==> src/rtl/s_term_dsp_trace_capture.sv <==
// ---------------------------------------------------------------------------
// s_term_dsp_trace_capture
//
// Trigger-based trace capture on the southbound S-wire bundle below the DSP
// column. The bundle is registered every cycle. Once armed, the block waits for
// a masked trigger match. It then stores the trigger sample and post_count
// further samples in a first-word-fall-through FIFO. The FIFO drains over a
// valid/ready port.
//
// Optional feature macro: S_TERM_TRACE_TIMESTAMP_EN
//   When defined, a free-running 16-bit cycle counter is stored with each
//   entry and presented on tr_ts alongside tr_data.
//
// Ports
//   UserCLK, reset          clock, asynchronous active-high reset
//   S1END..SS4END           southbound wires, bundle {SS4END,S4END,S2END,S2MID,S1END}
//   arm                     pulse: start capture (accepted in IDLE / DONE)
//   trig_mask, trig_value   masked trigger compare against the sampled bundle
//   post_count              samples stored after the trigger sample
//   tr_data/tr_valid/tr_ready  FIFO head, valid/ready stream
//   busy, done, overflow    status (overflow sticky until next arm)
//   tr_ts                   entry timestamp (only with S_TERM_TRACE_TIMESTAMP_EN)
// ---------------------------------------------------------------------------
module s_term_dsp_trace_capture #(
    parameter int WIDTH  = 52,
    parameter int DEPTH  = 16,
    parameter int POST_W = 8
) (
    input  logic              UserCLK,
    input  logic              reset,
    input  logic [3:0]        S1END,
    input  logic [7:0]        S2MID,
    input  logic [7:0]        S2END,
    input  logic [15:0]       S4END,
    input  logic [15:0]       SS4END,
    input  logic              arm,
    input  logic [WIDTH-1:0]  trig_mask,
    input  logic [WIDTH-1:0]  trig_value,
    input  logic [POST_W-1:0] post_count,
    output logic [WIDTH-1:0]  tr_data,
    output logic              tr_valid,
    input  logic              tr_ready,
    output logic              busy,
    output logic              done,
    output logic              overflow
`ifdef S_TERM_TRACE_TIMESTAMP_EN
    ,
    output logic [15:0]       tr_ts
`endif
);

    localparam int AW = $clog2(DEPTH);
    localparam logic [AW:0] FULL_CNT = (AW + 1)'(DEPTH);

    typedef enum logic [1:0] {IDLE, ARMED, CAPTURE, DONE} state_t;

    state_t            state_q, state_d;
    logic [WIDTH-1:0]  samp_q, samp_d;
    logic [POST_W-1:0] cnt_q, cnt_d;
    logic [AW-1:0]     wr_ptr_q, wr_ptr_d, rd_ptr_q, rd_ptr_d;
    logic [AW:0]       count_q, count_d;
    logic              overflow_q, overflow_d;
    logic              busy_q, busy_d, done_q, done_d;
    logic [WIDTH-1:0]  mem_q [DEPTH];
    logic              hit, push, pop, full, wr_en;

`ifdef S_TERM_TRACE_TIMESTAMP_EN
    logic [15:0]       ts_q, ts_d;
    logic [15:0]       ts_mem_q [DEPTH];
`endif

    always_comb begin
        samp_d     = {SS4END, S4END, S2END, S2MID, S1END};
        hit        = ((samp_q ^ trig_value) & trig_mask) == '0;
        state_d    = state_q;
        cnt_d      = cnt_q;
        overflow_d = overflow_q;
        push       = 1'b0;

        case (state_q)
            IDLE, DONE: begin
                if (arm) begin
                    state_d    = ARMED;
                    overflow_d = 1'b0;
                end
            end
            ARMED: begin
                if (hit) begin
                    push = 1'b1;
                    if (post_count == '0) begin
                        state_d = DONE;
                    end else begin
                        cnt_d   = post_count;
                        state_d = CAPTURE;
                    end
                end
            end
            CAPTURE: begin
                push  = 1'b1;
                cnt_d = cnt_q - POST_W'(1);
                if (cnt_q == POST_W'(1)) state_d = DONE;
            end
            default: state_d = IDLE;
        endcase

        full  = (count_q == FULL_CNT);
        pop   = (count_q != '0) && tr_ready;
        // A full FIFO still accepts a push when the head leaves in the same cycle.
        wr_en = push && (!full || pop);
        if (push && full && !pop) overflow_d = 1'b1;

        wr_ptr_d = wr_en ? wr_ptr_q + AW'(1) : wr_ptr_q;
        rd_ptr_d = pop   ? rd_ptr_q + AW'(1) : rd_ptr_q;
        count_d  = count_q + (AW + 1)'(wr_en) - (AW + 1)'(pop);

        busy_d = (state_d == ARMED) || (state_d == CAPTURE);
        done_d = (state_d == DONE);
`ifdef S_TERM_TRACE_TIMESTAMP_EN
        ts_d = ts_q + 16'd1;
`endif
    end

    always_ff @(posedge UserCLK or posedge reset) begin
        if (reset) begin
            state_q    <= IDLE;
            samp_q     <= '0;
            cnt_q      <= '0;
            wr_ptr_q   <= '0;
            rd_ptr_q   <= '0;
            count_q    <= '0;
            overflow_q <= 1'b0;
            busy_q     <= 1'b0;
            done_q     <= 1'b0;
`ifdef S_TERM_TRACE_TIMESTAMP_EN
            ts_q       <= '0;
`endif
        end else begin
            state_q    <= state_d;
            samp_q     <= samp_d;
            cnt_q      <= cnt_d;
            wr_ptr_q   <= wr_ptr_d;
            rd_ptr_q   <= rd_ptr_d;
            count_q    <= count_d;
            overflow_q <= overflow_d;
            busy_q     <= busy_d;
            done_q     <= done_d;
`ifdef S_TERM_TRACE_TIMESTAMP_EN
            ts_q       <= ts_d;
`endif
        end
    end

    // Storage needs no reset: entries are only visible while counted as valid.
    always_ff @(posedge UserCLK) begin
        if (wr_en) begin
            mem_q[wr_ptr_q] <= samp_q;
`ifdef S_TERM_TRACE_TIMESTAMP_EN
            ts_mem_q[wr_ptr_q] <= ts_q;
`endif
        end
    end

    assign tr_valid = (count_q != '0);
    assign tr_data  = tr_valid ? mem_q[rd_ptr_q] : '0;
    assign busy     = busy_q;
    assign done     = done_q;
    assign overflow = overflow_q;
`ifdef S_TERM_TRACE_TIMESTAMP_EN
    assign tr_ts    = tr_valid ? ts_mem_q[rd_ptr_q] : '0;
`endif

endmodule
==> config.mk <==
export PLATFORM = sky130hd
export DESIGN_NAME = s_term_dsp_trace_capture
export DESIGN_NICKNAME = d
export VERILOG_FILES = /design/src/rtl/s_term_dsp_trace_capture.sv
export SDC_FILE = /design/constraint.sdc
export NUM_CORES = 1
export LEC_CHECK = 0
export ABC_AREA = 1
export CORE_MARGIN = 2
export CORE_UTILIZATION = 50
export DETAILED_ROUTE_END_ITERATION = 10
export PLACE_DENSITY_LB_ADDON = 0.15
export SYNTH_ARGS = -nofsm -noshare
export SYNTH_HDL_FRONTEND = slang
export SYNTH_SLANG_ARGS = --single-unit
==> constraint.sdc <==
create_clock -name UserCLK -period 4.5 [get_ports UserCLK]
set_input_delay 0.675 -clock UserCLK [delete_from_list [all_inputs] [get_ports UserCLK]]
set_output_delay 0.675 -clock UserCLK [all_outputs]
set_load 0.01 [all_outputs]
==> results.sh <==
export IMPL_core_area_sq_um=71900
export IMPL_die_h_um=274
export IMPL_syn_nets=3004
export IMPL_instances_no_fill=4059
export IMPL_fin_area_sq_um=43300
export IMPL_cp_end_kind="output port"
export IMPL_fin_crit_sh_pct=95.7
export IMPL_finalPower_mw=29.2
export IMPL_via_per_inst=5.93
export IMPL_drc=0
export IMPL_power_density_nw_per_um2=675
export IMPL_cp_slowest_cell="dfrtp_4"
export IMPL_crit_family="buffers and inverters"
export IMPL_layout_common_cells="832 x edfxtp_1, 481 x nor2_1, 431 x o21ai_0"
export IMPL_drv_slew=0
export IMPL_cp_cell_sequence="inv_4 -> buf_4 -> o21ai_0 -> o221ai_1 -> o211ai_1 -> a21oi_1 -> clkdlybuf4s50_1"
export IMPL_dp_slack_ns=0.238
export IMPL_num_rows=98
export IMPL_rsz0062_at_grt="no"
export IMPL_leakage_nw=14.7
export IMPL_final_layout_size_suffix_gt1_share_pct=8.33
export IMPL_antenna_found_initial=1
export IMPL_max_cap_viol_count=0
export IMPL_skew_ns=0.0249
export IMPL_synth_edf_count=832
export IMPL_synth_cells=2819
export IMPL_ys_flop_type="edfxtp_1"
export IMPL_layout_commonest_cell="edfxtp_1"
export IMPL_seq_area_frac_synth_pct=73.9
export IMPL_io_buffers=223
export IMPL_syn_area_sq_um=36400
export IMPL_min_period_ns=4.31
export IMPL_critPathKind="flop to output port"
export IMPL_clockBufferDepth=3
export IMPL_min_path_type="input pin to async pin"
export IMPL_synth_async_reset_ratio_pct=8.57
export IMPL_antenna_cells=0
export IMPL_crit_fanout=50
export IMPL_start_util_pct=50.7
export IMPL_critPathBufInv=3
export IMPL_cts_tree="yes"
export IMPL_ys_seq_elements=910
export IMPL_setup_ws_ns=0.194
export IMPL_cp_arrival_ns=3.63
export IMPL_htree_levels=3
export IMPL_gr_total_overflow=0
export IMPL_fp_dieW_um=274
export IMPL_drt_wirelength_per_cell_um=23.8
export IMPL_place_area_sq_um=40100
export IMPL_worst_path_largest_cell_delay_ns=0.76
export IMPL_yosys_cell_types_count=34
export IMPL_io_pins=224
export IMPL_drt_iter0_drc=2811
export IMPL_grt_pass1_vias=23900
export IMPL_wirelength_um=96700
export IMPL_cts_sinks=910
export IMPL_max_slew_margin_pct=30.6
export IMPL_nNetsFinal=3214
export IMPL_status="finished, final reports clean"
export IMPL_peakVddDrop_mv=0.568
export IMPL_path_clk_slew_ns=0.06
export IMPL_gp_congestion=0.765
export IMPL_grt_pass1_wl_um=145000
export IMPL_antenna_left=0
export IMPL_max_freq_mhz=232
export IMPL_grt_max_degree=155
export IMPL_area_growth_pct=18.9
export IMPL_clkLatencyLatePin_ns=0.65
export IMPL_dp_hpwl_um=51000
export IMPL_syn_area_per_cell_sq_um=12.9
export IMPL_critPathRequiredTime_ns=3.83
export IMPL_dieArea_sq_um=75000
export IMPL_num_vias=24100
export IMPL_grt_use_total_pct=25.8
export IMPL_start_kind="flop"
export IMPL_yosys_warnings=0
export IMPL_cts_root_buf="clkbuf_16"
export IMPL_setup_tns_ns=0
export IMPL_final_hold_viol_count=0
export IMPL_tightest_slew_ns=1.04
export IMPL_setup_viol=0
export IMPL_placedCellCount=3883
export IMPL_cts_made_buffers=94
export IMPL_drtPass1Iterations=6
[through the flow]
step	hold slack, ns	utilization, %
after floorplan	0.469	-
after detailed placement	0.487	55.8
final	0.445	60.3
after global placement	0.496	55.8
after CTS	0.431	60.3
after global routing	0.451	60.3
[power breakdown]
| group | total [mW] | switching [mW] | internal, mW |
|---|---|---|---|
| logic | 9.88 | 6.47 | 3.41 |
| registers | 11.4 | 0.576 | 10.8 |
| clock network | 7.95 | 3.20 | 4.76 |
[worst paths after layout]
kind | from | end | slack (ns) | cells past startpoint
min in group UserCLK | S2MID[3] | samp_q[7] | 0.46 | 1
hold reg to reg | overflow | overflow | 0.51 | 2
setup / recovery | rd_ptr_q[1] | tr_data[18] | 0.19 | 7
setup reg to reg | samp_q[29] | count_q[4] | 0.63 | 19
hold / removal | reset | samp_q[44] | 0.44 | 2
max in group asynchronous | reset | samp_q[21] | 3.17 | 3
[Yosys cell counts (3+ instances only)]
master / n / share of area, %
a21oi_1: 55 / 0.76
buf_1: 7 / 0.072
buf_2: 35 / 0.48
buf_4: 11 / 0.23
buf_6: 3 / 0.093
clkbuf_1: 126 / 1.3
dfrtp_1: 78 / 5.4
edfxtp_1: 832 / 69
ha_1: 16 / 0.55
inv_1: 117 / 1.2
inv_2: 3 / 0.031
nand2_1: 188 / 1.9
nand2_2: 7 / 0.12
nand3_1: 83 / 1.1
nand4_1: 7 / 0.12
nor2_1: 481 / 5.0
nor2_2: 17 / 0.29
o211ai_1: 69 / 1.4
o21ai_0: 431 / 5.9
o21ai_1: 15 / 0.21
o221ai_1: 139 / 3.3
o22ai_1: 69 / 1.2
or2_1: 8 / 0.14
xor2_1: 9 / 0.22
[state kept, by name, summed over array words and instances (netlist names)]
register	flops
cnt_q	8
wr_ptr_q	4
samp_q	52
rd_ptr_q	4
busy	1
count_q	5
state_q	2
overflow	1
done	1
mem_q	832
[logic make-up (layout without fill, tap and decap cells)]
group                      after synthesis  in the layout  synth area share, %
and+or+nand+nor                        800            800                 8.94
DFF                                    910            910                 73.9
buffers and inverters                  303            593                 3.42
AOI/OAI and AO/OA                      779            779                 12.9
adders and majority gates               17             17                0.604
xor gates and xnor gates                10             10                0.240
[repair_timing]
item | 4_1_cts | 5_1_grt
gates resized for setup | 0 | 2
hold buffers | 0 | 0
setup buffers | 0 | 0
endpoints found under the setup margin | 0 | 7
[area by class of cell]
type / count / area [sq um]
tap: 950 / 1190
clock inverter: 52 / 578
multi-input combinational: 1606 / 8330
sequential: 910 / 26900
clock buffer: 124 / 2600
inverter: 121 / 473
timing repair buffer: 296 / 3180
fill: 5445 / 28500
[metal layers]
metal  routed length, um  global-route usage, %  share of wire [%]  up-vias
met5                   0                      0                  0        -
li1                    -                      -                  -    10900
met4                2210                   7.71                2.3        0
met3                6910                   3.40                7.1      154
met1               40500                   35.9                 42    12000
met2               47000                   42.8                 49      997
(Power assumes the default switching activity.)
